`src/rtl/inst_fetch_queue.sv`:
```
// Dual-issue instruction queue behind IF1: splits 1/2-instruction fetch groups into
// per-instruction entries and presents the two oldest to decode.
module inst_fetch_queue #(
    parameter int unsigned DEPTH     = 8,
    parameter int unsigned LOG_DEPTH = 3
) (
    input  logic                 clk,
    input  logic                 rstn,
    input  logic                 flush,
    input  logic                 in_valid,
    output logic                 in_ready,
    input  logic [31:0]          in_pc,
    input  logic [31:0]          in_pc_next,
    input  logic                 in_pc_taken,
    input  logic [31:0]          in_inst0,
    input  logic [31:0]          in_inst1,
    input  logic [31:0]          in_badv,
    input  logic [6:0]           in_exception,
    input  logic [1:0]           in_excp_flag,
    output logic                 space_ok,
    output logic                 nearly_full,
    output logic                 full,
    output logic [1:0]           out_valid,
    output logic [31:0]          out0_pc,
    output logic [31:0]          out1_pc,
    output logic [31:0]          out0_inst,
    output logic [31:0]          out1_inst,
    output logic [31:0]          out0_pc_next,
    output logic [31:0]          out1_pc_next,
    output logic                 out0_taken,
    output logic                 out1_taken,
    output logic                 out0_excp,
    output logic                 out1_excp,
    output logic [31:0]          out_badv,
    output logic [6:0]           out_exception,
    input  logic [1:0]           pop_cnt,
    output logic [LOG_DEPTH:0]   count
);

    localparam int unsigned CntW = LOG_DEPTH + 1;
    localparam logic [31:0] Nop = 32'h0340_0000;

    logic [31:0] pc_mem      [DEPTH];
    logic [31:0] inst_mem    [DEPTH];
    logic [31:0] pc_next_mem [DEPTH];
    logic        taken_mem   [DEPTH];
    logic        excp_mem    [DEPTH];
    logic [31:0] badv_mem    [DEPTH];
    logic [6:0]  exc_mem     [DEPTH];

    logic [LOG_DEPTH-1:0] head_q, head_d, tail_q, tail_d;
    logic [LOG_DEPTH-1:0] head_p1, tail_p1;
    logic [CntW-1:0]      count_q, count_d;
    logic [CntW-1:0]      free, push_n, vld_cnt, pop_req, pop_eff;
    logic                 push, single;
    logic                 vld0, vld1;

    assign head_p1 = head_q + LOG_DEPTH'(1);
    assign tail_p1 = tail_q + LOG_DEPTH'(1);

    // Flow control looks only at registered occupancy, ignoring any same-cycle pop.
    assign free        = CntW'(DEPTH) - count_q;
    assign in_ready    = (free >= CntW'(2)) && !flush;
    assign space_ok    = free >= CntW'(4);
    assign nearly_full = (free == CntW'(2)) || (free == CntW'(3));
    assign full        = free < CntW'(2);
    assign count       = count_q;

    assign single  = in_pc[2];
    assign push    = in_valid && in_ready;
    assign push_n  = push ? (single ? CntW'(1) : CntW'(2)) : '0;
    assign vld_cnt = (count_q >= CntW'(2)) ? CntW'(2) : count_q;
    assign pop_req = CntW'(pop_cnt);
    assign pop_eff = (pop_req > vld_cnt) ? vld_cnt : pop_req;

    always_comb begin
        head_d  = head_q;
        tail_d  = tail_q;
        count_d = count_q;
        if (flush) begin
            head_d  = '0;
            tail_d  = '0;
            count_d = '0;
        end else begin
            head_d  = head_q + pop_eff[LOG_DEPTH-1:0];
            tail_d  = tail_q + push_n[LOG_DEPTH-1:0];
            count_d = count_q + push_n - pop_eff;
        end
    end

    always_ff @(posedge clk or negedge rstn) begin
        if (!rstn) begin
            head_q  <= '0;
            tail_q  <= '0;
            count_q <= '0;
        end else begin
            head_q  <= head_d;
            tail_q  <= tail_d;
            count_q <= count_d;
        end
    end

    // Storage needs no reset: invalid slots are masked on the read side.
    always_ff @(posedge clk) begin
        if (push) begin
            pc_mem[tail_q]      <= in_pc;
            inst_mem[tail_q]    <= in_inst0;
            pc_next_mem[tail_q] <= single ? in_pc_next : in_pc + 32'd4;
            taken_mem[tail_q]   <= single ? in_pc_taken : 1'b0;
            excp_mem[tail_q]    <= in_excp_flag[0];
            badv_mem[tail_q]    <= in_badv;
            exc_mem[tail_q]     <= in_exception;
            if (!single) begin
                pc_mem[tail_p1]      <= in_pc + 32'd4;
                inst_mem[tail_p1]    <= in_inst1;
                pc_next_mem[tail_p1] <= in_pc_next;
                taken_mem[tail_p1]   <= in_pc_taken;
                excp_mem[tail_p1]    <= in_excp_flag[1];
                badv_mem[tail_p1]    <= in_badv;
                exc_mem[tail_p1]     <= in_exception;
            end
        end
    end

    assign vld0      = count_q >= CntW'(1);
    assign vld1      = count_q >= CntW'(2);
    assign out_valid = {vld1, vld0};

    always_comb begin
        out0_pc       = '0;
        out0_inst     = Nop;
        out0_pc_next  = '0;
        out0_taken    = 1'b0;
        out0_excp     = 1'b0;
        out1_pc       = '0;
        out1_inst     = Nop;
        out1_pc_next  = '0;
        out1_taken    = 1'b0;
        out1_excp     = 1'b0;
        out_badv      = '0;
        out_exception = '0;
        if (vld0) begin
            out0_pc      = pc_mem[head_q];
            out0_inst    = inst_mem[head_q];
            out0_pc_next = pc_next_mem[head_q];
            out0_taken   = taken_mem[head_q];
            out0_excp    = excp_mem[head_q];
        end
        if (vld1) begin
            out1_pc      = pc_mem[head_p1];
            out1_inst    = inst_mem[head_p1];
            out1_pc_next = pc_next_mem[head_p1];
            out1_taken   = taken_mem[head_p1];
            out1_excp    = excp_mem[head_p1];
        end
        if (out0_excp) begin
            out_badv      = badv_mem[head_q];
            out_exception = exc_mem[head_q];
        end else if (out1_excp) begin
            out_badv      = badv_mem[head_p1];
            out_exception = exc_mem[head_p1];
        end
    end

    pop_legal_a: assert property (@(posedge clk) disable iff (!rstn)
        ({1'b0, pop_cnt} <= ({2'b0, out_valid[0]} + {2'b0, out_valid[1]})));

endmodule

```
`config.mk`:
```
export PLATFORM = sky130hd
export DESIGN_NAME = inst_fetch_queue
export DESIGN_NICKNAME = d
export VERILOG_FILES = /design/src/rtl/inst_fetch_queue.sv
export SDC_FILE = /design/constraint.sdc
export NUM_CORES = 2
export LEC_CHECK = 0
export ABC_AREA = 1
export CORE_UTILIZATION = 40
export CTS_CLUSTER_DIAMETER = 120
export DETAILED_ROUTE_END_ITERATION = 10
export HOLD_SLACK_MARGIN = 0.08
export PLACE_DENSITY = 0.67
export SYNTH_ARGS = -nofsm -noshare
export SYNTH_HDL_FRONTEND = slang
export SYNTH_SLANG_ARGS = --single-unit
```
`constraint.sdc`:
```
create_clock -name clk -period 15.1 [get_ports clk]
set_input_delay 4.53 -clock clk [delete_from_list [all_inputs] [get_ports clk]]
set_output_delay 4.53 -clock clk [all_outputs]
set_load 0.1 [all_outputs]
```
Word-level counts from Yosys, hierarchy flattened

Memories as Yosys holds them, arrays and structs flattened.
Cells that the tools add are included.

Logic and storage cells: 58
ROM bits: 0
Input port bits: 176
Output and inout bits: 245
Bits in registers: 10
Memories: 7
Bits in writable memories: 1096
Latch bits: 0

Memory list:

| memory          | depth | width | rd ports | clocked after Yosys merged registers in | write ports | RTL line | RTL |
|---|---|---|---|---|---|---|---|
| badv_mem        | 8     | 32    | 2        | 0                                       | 2           | 48       | `logic [31:0] badv_mem [DEPTH];` |
| inst_mem        | 8     | 32    | 2        | 0                                       | 2           | 44       | `logic [31:0] inst_mem [DEPTH];` |
| pc_mem          | 8     | 32    | 2        | 0                                       | 2           | 43       | `logic [31:0] pc_mem [DEPTH];` |
| pc_next_mem     | 8     | 32    | 2        | 0                                       | 2           | 45       | `logic [31:0] pc_next_mem [DEPTH];` |
| exc_mem         | 8     | 7     | 2        | 0                                       | 2           | 49       | `logic [6:0] exc_mem [DEPTH];` |
| excp_mem        | 8     | 1     | 2        | 0                                       | 2           | 47       | `logic excp_mem [DEPTH];` |
| 1 more memories | -     | -     | -        | -                                       | -           | -        |  |

Divide/modulo/power cells: 0
Multiply operators: 0
Bitwise logic cells: 0
Shifts and indexed selects: 0
Equal/unequal tests: 2
Reductions and logical operators: 4
Add/subtract/negate cells: 8
Muxes and demuxes: 28
Order comparisons: 6

Operators by type and width:

| kind                    | count |
|---|---|
| $mux W32                | 9 |
| $add A32 B3 Y32 const B | 1 |
| $mux W7                 | 2 |
| $mux W4                 | 3 |
| $mux W1                 | 10 |
| $eq A4 B2 Y1 const B    | 2 |
| $ge A4 B2 Y1 const B    | 2 |
| $add A3 B1 Y3 const B   | 2 |
| $mux W3                 | 2 |
| $add A4 B2 Y4           | 1 |
| $ge A4 B1 Y1 const B    | 1 |
| $ge A4 B3 Y1 const B    | 1 |
| $gt A2 B4 Y1            | 1 |
| $lt A4 B2 Y1 const B    | 1 |
| $mux W2                 | 2 |
| $sub A4 B4 Y4           | 1 |
| $sub A4 B4 Y4 const A   | 1 |
| $add A3 B2 Y3           | 1 |
| $add A3 B3 Y3           | 1 |
| $logic_and A1 B1 Y1     | 2 |
| $logic_not A1 Y1        | 1 |
| $logic_or A1 B1 Y1      | 1 |

Longest topological paths before layout

Word-level depth: 8
Gate-level depth with buffers: 20
Mapped depth without buffers: 20

Worst setup path before layout

OpenSTA, ideal clock, no wires.

Path kind: input port to flip-flop
Start: input port flush
End: memory badv_mem[0][0], enable pin
Path buffers: 1
Library setup time: 822 ps
Path slack: -363 ps
Stages: 4
Arrival time: 14640 ps
Data required time: 14278 ps
Path through: clkbuf_1 -> inv_1 -> nand3_2 -> o21ai_0

RTL lines:

| item               | RTL line | RTL |
|---|---|---|
| start: declaration | 9        | `input logic flush,` |
| end: declaration   | 48       |  |

Worst setup path after layout

Start: input port flush
End: output port in_ready

Word-level cells in the longest chain between the ends: 2

RTL lines:

| item                | RTL line | RTL |
|---|---|---|
| $logic_not A1 Y1    | 63       | `assign in_ready = (free >= CntW'(2)) && !flush;` |
| $logic_and A1 B1 Y1 | 63       |  |
| end: declaration    | 11       | `output logic in_ready,` |

Every way passes these cells.

==> flow_metrics.tcl <==
set metrics [dict create \
    status "finished, violations left" \
    violations "max-slew violations" \
    gp_congestion 0.864 \
    holdBufCountCts 0 \
    critPathTopFamily "buffers and inverters" \
    ys_seq_area_share_pct 51.9 \
    drc 0 \
    synthTopCellsByArea "edfxtp_1, nand2_1, o21ai_0" \
    crit_fanout 10 \
    cts_resized 0 \
    tightest_slew_ps 1500 \
    die_y_um 402 \
    synth_nets 8324 \
    cts_made_buffers 133 \
    ff2ff_path_depth 10 \
    finalNonFillerCells 10100 \
    grt_max_degree 314 \
    hold_depth 3 \
    cp.arrival_ps 6810 \
    core_area_um2 159000 \
    synthCells 8127 \
    fin_crit_sh_pct 75.1 \
    ctsRootBufferMaster "clkbuf_16" \
    port_buffers 420 \
    clock_path_buffers 3 \
    rr_endpoint "inst_mem[6][26]" \
    hold_viol_final 0 \
    synth_top_area_cell "edfxtp_1" \
    relSlewSlack_pct -0.188 \
    clk_latency_ps 770 \
    rsz0062_at_grt "no" \
    max_stage_delay_ps 1180 \
    grt_pass1_vias 53900 \
    synth-seq-cells 1106 \
    antenna_found_initial 49 \
    drt-pass1-iter-count 7 \
    area_growth_pct 13.1 \
    viasPerCell 5.77 \
    die-area_um2 161000 \
    timing.fmax_mhz 88.1 \
    initial_core_util_pct 40.3 \
    hold_path_class "flop to flop" \
    fillers 14900 \
    endpoint_kind "output pin" \
    dp_hpwl_mm 129 \
    maxSlewViolCount 22 \
    avgSynthCellArea_um2 7.86 \
    r2r_start "count[1]" \
    drt-total-wl_mm 235 \
    nets 8140 \
    min_from "count[3]" \
    synth_cell_types 41 \
    min_delay_worst_endpoint "count[3]" \
    num_rows 146 \
    grt.total_usage_pct 28.1 \
    grt_pass1_wl_mm 340 \
    postCtsSetupRepairBufs 0 \
    cts_sinks 1106 \
    yosysWarningCount 0 \
    start_kind "input port" \
    criticalPathCategory "input port to output pin" \
    drive_above_1_share_pct 4.14 \
    r2r_slack_ps 8980 \
    crit_buf_inv 4 \
    cts_tree "yes" \
    crit_required_ps 10570 \
    io_pins 421 \
    netlist.area_leader.share_pct 51.5 \
    max_cap_violations 0 \
    syn-cell-area_um2 63900 \
    finalClockSkew_ps 23.6 \
    place_inst 9880 \
    num_vias 58400 \
    first_iter_violations 7337 \
    clkSlewWorstSetupHoldPaths_ps 50 \
    die_x_um 402 \
    grt_overflow 0 \
    wl_per_cell_um 23.2 \
    cts_max_level 4 \
    path_cells "clkdlybuf4s50_1 -> inv_1 -> nand2_1 -> inv_1 -> clkdlybuf4s50_1" \
    finalSetupViolations 0 \
    min_period_ps 11340 \
    cpMaxStageDelayCell "clkdlybuf4s50_1" \
    ant_nets 0 \
]
==> logic make-up after synthesis <==
group                    after synthesis  synth area share [%]
AND/OR/NAND/NOR                     4044                  24.6
AO/OA/AOI/OAI                       1849                  15.7
XOR/XNOR                              10                 0.172
adder cells (fa/ha/maj)               21                 0.458
multiplexers                           1                0.0157
buffers and inverters               1096                  7.16
flip-flops                          1106                  51.9
==> routing by layer <==
metal / share of wire, % / track usage [%] / vias up
met5: 0.14 / 0 / -
met4: 5.8 / 16.3 / 54
met2: 46 / 44.9 / 3406
li1: - / - / 26800
met1: 36 / 34.2 / 27400
met3: 12 / 7.29 / 772
==> worst max path at each step <==
stage,from,to,cells after the start
floorplan,flush,badv_mem[0][0],4
global placement,flush,in_ready,5
detailed placement,flush,in_ready,5
CTS,flush,in_ready,5
global route,head_q[0],out1_pc[30],9
finish,flush,in_ready,5
==> cell usage after synthesis <==
library cell	number
clkbuf_1	454
nand2_1	2745
o211ai_1	4
o21ai_0	839
buf_6	4
and2_1	1
buf_4	6
or2_2	7
o21a_1	1
edfxtp_1	1096
o22ai_1	78
a21o_1	1
mux2i_1	1
inv_2	5
clkbuf_2	7
nand2_2	10
ha_1	17
nor3_1	1
fa_1	4
nor2_4	1
nand4_1	3
a211oi_1	188
xnor2_1	3
inv_1	258
nor3_2	1
o21bai_1	64
nor2_2	10
xor2_1	4
buf_1	39
nand3_2	1
clkinv_1	2
and3_1	1
a31oi_1	37
buf_2	321
a21oi_1	631
xnor2_2	3
dfrtp_1	10
nand3_1	345
nand3b_1	1
nor2_1	917
o21ai_1	6
==> metrics by stage <==
| stage | hold slack [ps] | setup TNS (ps) | worst slack, ps | area, um2 | util, % |
|---|---|---|---|---|---|
| 2_1_floorplan | 603 | -397620 | -363 | 63900 | - |
| 3_3_place_gp | 735 | 0 | 3800 | 68200 | 43.0 |
| 3_5_place_dp | 747 | 0 | 3770 | 68200 | 43.0 |
| 4_1_cts | 756 | 0 | 3760 | 72300 | 45.6 |
| 5_1_grt | 801 | 0 | 3610 | 72300 | 45.6 |
| 6_report | 769 | 0 | 3760 | 72300 | 45.6 |
==> flip-flops by register name, indices dropped and copies added, names as in the netlist <==
signal and count:
excp_mem 8, taken_mem 8, head_q 3, pc_mem 256, exc_mem 56, tail_q 3
pc_next_mem 256, inst_mem 256, count 4, badv_mem 256
==> cell usage in the layout, fill, tap and decap left out, types with 37 or more instances in the layout <==
| cell | count |
|---|---|
| nand2_1 | 2745 |
| edfxtp_1 | 1096 |
| nor2_1 | 917 |
| o21ai_0 | 831 |
| a21oi_1 | 631 |
| clkdlybuf4s50_1 | 411 |
| nand3_1 | 344 |
| inv_1 | 255 |
| a211oi_1 | 188 |
| clkbuf_16 | 136 |
| buf_4 | 89 |
| o22ai_1 | 78 |
| o21bai_1 | 64 |
| a31oi_1 | 37 |
==> area by class of cell <==
| class | instances | area [um2] | area share, % |
|---|---|---|---|
| inverter | 265 | 1030 | 1.43 |
| antenna | 20 | 50.0 | 0.0692 |
| clock buffer | 163 | 3510 | 4.86 |
| sequential | 1106 | 33200 | 45.9 |
| multi-input combinational | 5925 | 26400 | 36.5 |
| timing repair buffer | 512 | 5010 | 6.93 |
| tap | 2072 | 2590 | 3.59 |
| clock inverter | 64 | 551 | 0.761 |
==> tightest hold or removal path: cells and delay by family (launching register included) <==
| kind | cells | cell delay [ps] |
|---|---|---|
| compound gates | 1 | 60 |
| fa+ha+maj | 1 | 140 |
| buf+inv | 1 | 100 |
| flops | 1 | 420 |
Power is left out: the tool's default activity adds up to more than one toggle a clock period on the data nets, which glitch-free logic cannot reach.
